<file path="src/rtl/precharge_bus_if.sv">
// Handshake bundle for the precharged bus model:
// precharge/driver requests in, registered node state out.
interface precharge_bus_if #(
  parameter int WIDTH = 8,
  parameter int NDRV  = 4,
  parameter int CNT_W = 5
);
  logic                  pre;
  logic [NDRV-1:0]       drv_en;
  logic [NDRV*WIDTH-1:0] drv_data;
  logic [WIDTH-1:0]      bus;
  logic                  bus_valid;
  logic                  decayed;
  logic                  contention;
  logic [CNT_W-1:0]      hold_cnt;

  modport master (
    output pre, drv_en, drv_data,
    input  bus, bus_valid, decayed,
    input  contention, hold_cnt
  );

  modport slave (
    input  pre, drv_en, drv_data,
    output bus, bus_valid, decayed,
    output contention, hold_cnt
  );
endinterface

</file>
<file path="src/rtl/precharge_bus.sv">
// Precharged internal bus with open-drain drivers,
// discharge-only evaluation and a charge-retention timer.
module precharge_bus #(
  parameter int WIDTH = 8,
  parameter int NDRV  = 4,
  parameter int DECAY = 16,
  parameter int CNT_W = 5
) (
  input logic             clk,
  input logic             rst_n,
  precharge_bus_if.slave  pb
);

  typedef enum logic [2:0] {
    UNCHARGED,
    PRECHARGED,
    EVAL,
    HOLD,
    DECAYED
  } state_t;

  localparam logic [CNT_W-1:0] DEC =
    CNT_W'(DECAY);

  state_t           st;
  logic [WIDTH-1:0] bus_q;
  logic             valid_q;
  logic             dec_q;
  logic             cont_q;
  logic [CNT_W-1:0] hold_q;

  logic [WIDTH-1:0] mask;
  logic [CNT_W-1:0] hold_nxt;
  logic             any_en;
  logic             dead;

  // wired-AND of every enabled pull-down channel
  always_comb begin
    mask = '1;
    for (int k = 0; k < NDRV; k++) begin
      if (pb.drv_en[k])
        mask &= pb.drv_data[k*WIDTH +: WIDTH];
    end
  end

  assign any_en   = |pb.drv_en;
  assign hold_nxt = hold_q + 1'b1;
  assign dead     = (st == UNCHARGED) ||
                    (st == DECAYED);

  always_ff @(posedge clk or negedge rst_n) begin
    if (!rst_n) begin
      st      <= UNCHARGED;
      bus_q   <= '0;
      valid_q <= 1'b0;
      dec_q   <= 1'b0;
      cont_q  <= 1'b0;
      hold_q  <= '0;
    end else begin
      cont_q <= 1'b0;
      unique case (1'b1)
        pb.pre && any_en: begin
          bus_q   <= mask;
          st      <= EVAL;
          valid_q <= 1'b1;
          dec_q   <= 1'b0;
          hold_q  <= '0;
          cont_q  <= 1'b1;
        end
        pb.pre && !any_en: begin
          bus_q   <= '1;
          st      <= PRECHARGED;
          valid_q <= 1'b1;
          dec_q   <= 1'b0;
          hold_q  <= '0;
        end
        !pb.pre && any_en: begin
          hold_q <= '0;
          // no charge to discharge: node stays low
          if (dead) begin
            bus_q <= '0;
          end else begin
            bus_q <= bus_q & mask;
            st    <= EVAL;
          end
        end
        default: begin
          if (!dead) begin
            if (hold_nxt == DEC) begin
              bus_q   <= '0;
              valid_q <= 1'b0;
              dec_q   <= 1'b1;
              st      <= DECAYED;
              hold_q  <= DEC;
            end else begin
              st     <= HOLD;
              hold_q <= hold_nxt;
            end
          end
        end
      endcase
    end
  end

  assign pb.bus        = bus_q;
  assign pb.bus_valid  = valid_q;
  assign pb.decayed    = dec_q;
  assign pb.contention = cont_q;
  assign pb.hold_cnt   = hold_q;

endmodule

</file>
<file path="src/flat_wrapper.sv">
// flat-port wrapper written by rule: the top's interface ports become plain ports
module precharge_bus_flat 
#(
  parameter int WIDTH = 8,
  parameter int NDRV  = 4,
  parameter int DECAY = 16,
  parameter int CNT_W = 5
)
  (clk, rst_n, pb_pre, pb_drv_en, pb_drv_data, pb_bus, pb_bus_valid, pb_decayed, pb_contention, pb_hold_cnt);
  precharge_bus_if #(.WIDTH(WIDTH), .NDRV(NDRV), .CNT_W(CNT_W)) pb_i ();
  input logic clk;
  input logic rst_n;
  input wire logic [$bits(pb_i.pre)-1:0] pb_pre;
  input wire logic [$bits(pb_i.drv_en)-1:0] pb_drv_en;
  input wire logic [$bits(pb_i.drv_data)-1:0] pb_drv_data;
  output wire logic [$bits(pb_i.bus)-1:0] pb_bus;
  output wire logic [$bits(pb_i.bus_valid)-1:0] pb_bus_valid;
  output wire logic [$bits(pb_i.decayed)-1:0] pb_decayed;
  output wire logic [$bits(pb_i.contention)-1:0] pb_contention;
  output wire logic [$bits(pb_i.hold_cnt)-1:0] pb_hold_cnt;
  assign pb_i.pre = pb_pre;
  assign pb_i.drv_en = pb_drv_en;
  assign pb_i.drv_data = pb_drv_data;
  assign pb_bus = pb_i.bus;
  assign pb_bus_valid = pb_i.bus_valid;
  assign pb_decayed = pb_i.decayed;
  assign pb_contention = pb_i.contention;
  assign pb_hold_cnt = pb_i.hold_cnt;
  precharge_bus #(.WIDTH(WIDTH), .NDRV(NDRV), .DECAY(DECAY), .CNT_W(CNT_W)) u_core (.clk(clk), .rst_n(rst_n), .pb(pb_i));
endmodule
</file>
<file path="config.mk">
export PLATFORM = sky130hd
export DESIGN_NAME = precharge_bus_flat
export DESIGN_NICKNAME = d
export VERILOG_FILES = /design/src/rtl/precharge_bus_if.sv /design/src/rtl/precharge_bus.sv /design/src/flat_wrapper.sv
export SDC_FILE = /design/constraint.sdc
export NUM_CORES = 1
export LEC_CHECK = 0
export CORE_MARGIN = 2
export CORE_UTILIZATION = 42
export DETAILED_ROUTE_END_ITERATION = 10
export GPL_TIMING_DRIVEN = 0
export PLACE_DENSITY = 0.8
export SLEW_MARGIN = 20
export SYNTH_ARGS = -nofsm -noshare
export SYNTH_HDL_FRONTEND = slang
export SYNTH_SLANG_ARGS = --single-unit
</file>
<file path="constraint.sdc">
create_clock -name clk -period 1.5 [get_ports clk]
set_input_delay 0.3 -clock clk [delete_from_list [all_inputs] [get_ports clk]]
set_output_delay 0.3 -clock clk [all_outputs]
set_load 0.05 [all_outputs]
</file>
==> results.sh <==
export IMPL_status="complete, but fails checks"
export IMPL_violations="setup timing"
export IMPL_grt_setup_unrepaired="true"
export IMPL_post_dp_hpwl_um=2510
export IMPL_n_fill_cell=181
export IMPL_cts_made_buffers=3
export IMPL_grt_pass1_vias=1336
export IMPL_hp_class="input pin to async pin"
export IMPL_max_cap_viol_count=0
export IMPL_start_kind="input pin"
export IMPL_cts_htree_levels=1
export IMPL_slowest_delay_ns=0.37
export IMPL_viasPerCell=5.30
export IMPL_finalNonFillerCells=241
export IMPL_slew_headroom_pct=46.0
export IMPL_post_route_min_period_ns=1.67
export IMPL_cts_tree="yes"
export IMPL_ys_warn_count=0
export IMPL_synth_adder_area_share_pct=5.04
export IMPL_cp_max_fo=7
export IMPL_dieArea_um2=3410
export IMPL_dr_pass1_iters=4
export IMPL_drive_gt1_share_pct=29.0
export IMPL_drv_slew=0
export IMPL_path_cells="clkbuf_16 -> nor4_4 -> ha_1 -> or3_4 -> a21o_4 -> a21oi_4 -> o32ai_2"
export IMPL_area_delta_synth_final_pct=71.2
export IMPL_start_util_pct=44.6
export IMPL_reg2reg_depth=4
export IMPL_dp_cells=230
export IMPL_ys_seq_area_share_pct=36.3
export IMPL_rows=19
export IMPL_p_leak_uw=0.000895
export IMPL_synth_xor_area_share_pct=2.12
export IMPL_fin_crit_sh_pct=111
export IMPL_fmax_ghz=0.598
export IMPL_criticalPathCategory="input pin to flip-flop"
export IMPL_port_buffers=53
export IMPL_grt_pass1_wl_um=5700
export IMPL_powerDensity_nw_per_um2=662
export IMPL_synth_top_family_by_area="compound AO/OA/AOI/OAI gates"
export IMPL_cpLargestDelayFamily="simple AND/OR/NAND/NOR gates"
export IMPL_insertedDiodeCount=0
export IMPL_worst_path_buf_inv=1
export IMPL_end_kind="flip-flop"
export IMPL_worstPathArrival_ns=1.84
export IMPL_track_usage_pct=20.9
export IMPL_nNetsFinal=255
export IMPL_synthSimpleGateAreaFrac_pct=19.3
export IMPL_yosys_area_top_type="dfrtp_1"
export IMPL_antenna_found_initial=0
export IMPL_synth_cells=146
export IMPL_synth_nets=190
export IMPL_clk_pin_slew_worst_paths_ns=0.12
export IMPL_utilization_pct=76.4
export IMPL_syn_area_per_cell_um2=8.50
export IMPL_fp_coreArea_um2=2780
export IMPL_path_depth=7
export IMPL_stdcell_area_um2=2120
export IMPL_routedWlPerCell_um=13.9
export IMPL_cts_sinks=18
export IMPL_overflow=0
export IMPL_clk_latency_ns=0.30
export IMPL_ys_types=35
export IMPL_die_w_um=58.4
export IMPL_synth_seq_cells=18
export IMPL_die_height_um=58.4
export IMPL_grt_max_degree=19
export IMPL_finalSetupViolCount=8
export IMPL_setup_slack_ns=-0.172
export IMPL_drt_antenna_violating_nets=0
export IMPL_vdd_drop_max_mv=0.539
export IMPL_synth_area_um2=1240
export IMPL_place_congestion=0.763
export IMPL_drtIter0Drc=40
export IMPL_cp_slowest_cell="or3_4"
export IMPL_skew_ns=0.0101
export IMPL_hold_viol_final=0
export IMPL_synthMuxAreaShare_pct=0
export IMPL_cp_data_required_time_ns=1.67
export IMPL_cts_root_buf="clkbuf_4"
export IMPL_synth_compound_area_share_pct=27.5
export IMPL_drc=0
export IMPL_yosysTopAreaCellShare_pct=36.3
export IMPL_worst_slew_pin_transition_ns=0.808
export IMPL_vias=1277
export IMPL_cts_buffer_depth=2
export IMPL_place_area_um2=1840
export IMPL_synthTopCellsByArea="dfrtp_1 36%, nand2b_1 9.1%, inv_1 8.2%"
export IMPL_io_pins=55
export IMPL_drt_wl_total_um=3360
-- state kept, by name, summed over array words and instances (netlist names) --
signal,cells
u_core.pb.decayed,1
u_core.st,2
u_core.pb.bus_valid,1
u_core.pb.contention,1
u_core.pb.hold_cnt,5
u_core.pb.bus,8
-- synth_stat cells, drive strengths merged --
| cell | instances |
|---|---|
| nor2b | 1 |
| o21ai | 5 |
| xnor2 | 3 |
| nand3 | 1 |
| clkbuf | 4 |
| a21oi | 10 |
| nand2 | 7 |
| o32ai | 7 |
| or3 | 1 |
| a22oi | 7 |
| a21o | 1 |
| nor4 | 2 |
| a31oi | 7 |
| and4b | 1 |
| o21a | 2 |
| a41oi | 1 |
| buf | 1 |
| inv | 27 |
| nand4 | 2 |
| o22ai | 1 |
| and2 | 3 |
| or2 | 2 |
| a222oi | 2 |
| ha | 5 |
| a21boi | 2 |
| nor2 | 3 |
| nand2b | 18 |
| a211o | 1 |
| dfrtp | 18 |
| o21bai | 1 |
-- metal layers --
layer | GRT usage (%) | vias up | wire length [um]
met1 | 24.7 | 581 | 1380
met2 | 39.3 | 54 | 1720
met4 | 3.65 | 0 | 17
li1 | - | 638 | -
met5 | 0 | - | 0
met3 | 4.18 | 4 | 240
-- worst register-to-register path, stage by stage (launching register included) --
cell and delay [ns]:
dfrtp_1 0.42, or3_4 0.44, a21o_4 0.28, a21oi_4 0.13, o32ai_2 0.10
-- cell families after synthesis --
kind of cell	Yosys count
AO/OA/AOI/OAI	47
AND/OR/NAND/NOR	41
buffers and inverters	32
flip-flops	18
adder cells (fa/ha/maj)	5
XOR/XNOR	3
-- cell usage in the layout (no fill, tap or decap), types with 2 or more instances in the layout --
master,instances
o21ai_0,3
clkdlybuf4s15_1,3
clkdlybuf4s50_1,33
dfrtp_1,15
clkdlybuf4s15_2,11
inv_1,26
buf_6,2
a31oi_1,7
ha_1,3
a21boi_0,2
o32ai_2,6
dfrtp_2,3
nand4_1,2
a22oi_1,7
xnor2_1,3
clkbuf_16,2
ha_4,2
a21oi_4,3
clkbuf_4,4
a222oi_1,2
clkbuf_2,3
nand2b_1,18
a21oi_2,6
nor2_1,3
and2_1,3
buf_4,6
nand2_1,7
-- final timing paths --
check	from	end	slack, ns
worst max-delay path	pb_drv_en[1]	u_core.pb.bus[1]	-0.17
worst min-delay path	rst_n	u_core.pb.bus_valid	0.45
worst max register to register	u_core.st[1]	u_core.pb.bus[1]	0.02
worst min register to register	u_core.pb.decayed	u_core.pb.decayed	0.51
max in group asynchronous	rst_n	u_core.pb.hold_cnt[1]	0.49
min in group clk	pb_drv_en[2]	u_core.pb.bus[6]	0.47
-- area by class of cell --
class / instances / area, um2 / area share [%]
Tap cell: 31 / 38.8 / 1.83
Buffer: 4 / 48.8 / 2.30
Timing Repair Buffer: 61 / 619 / 29.2
Multi-Input combinational cell: 96 / 826 / 38.9
Sequential cell: 18 / 454 / 21.4
Inverter: 27 / 101 / 4.77
Clock buffer: 4 / 36.3 / 1.71
-- metrics by stage --
step	setup WS (ns)	hold WS (ns)	TNS (ns)	total power, uW
5_1_grt	-0.235	0.513	-1.88	1480
3_3_place_gp	-1.03	0.473	-15.77	1020
2_1_floorplan	-0.277	0.00441	-2.08	818
6_report	-0.172	0.453	-1.17	1410
4_1_cts	-0.213	0.453	-1.49	1360
3_5_place_dp	-1.09	0.484	-16.51	1030
-- timing repair --
action | 4_1_cts | 5_1_grt
hold buffers | 0 | 0
gates cloned | 0 | 1
resized for setup | 76 | 25
setup buffers | 3 | 5
pin swaps | 11 | 12
endpoints found under the hold margin | 0 | 0
setup endpoints to repair | 34 | 18
-- where the power goes --
group	total, uW	internal (uW)	switching (uW)
registers	555	519	36.3
logic	541	254	287
clock network	310	148	162
total	1410	921	485
(Power assumes the default switching activity.)
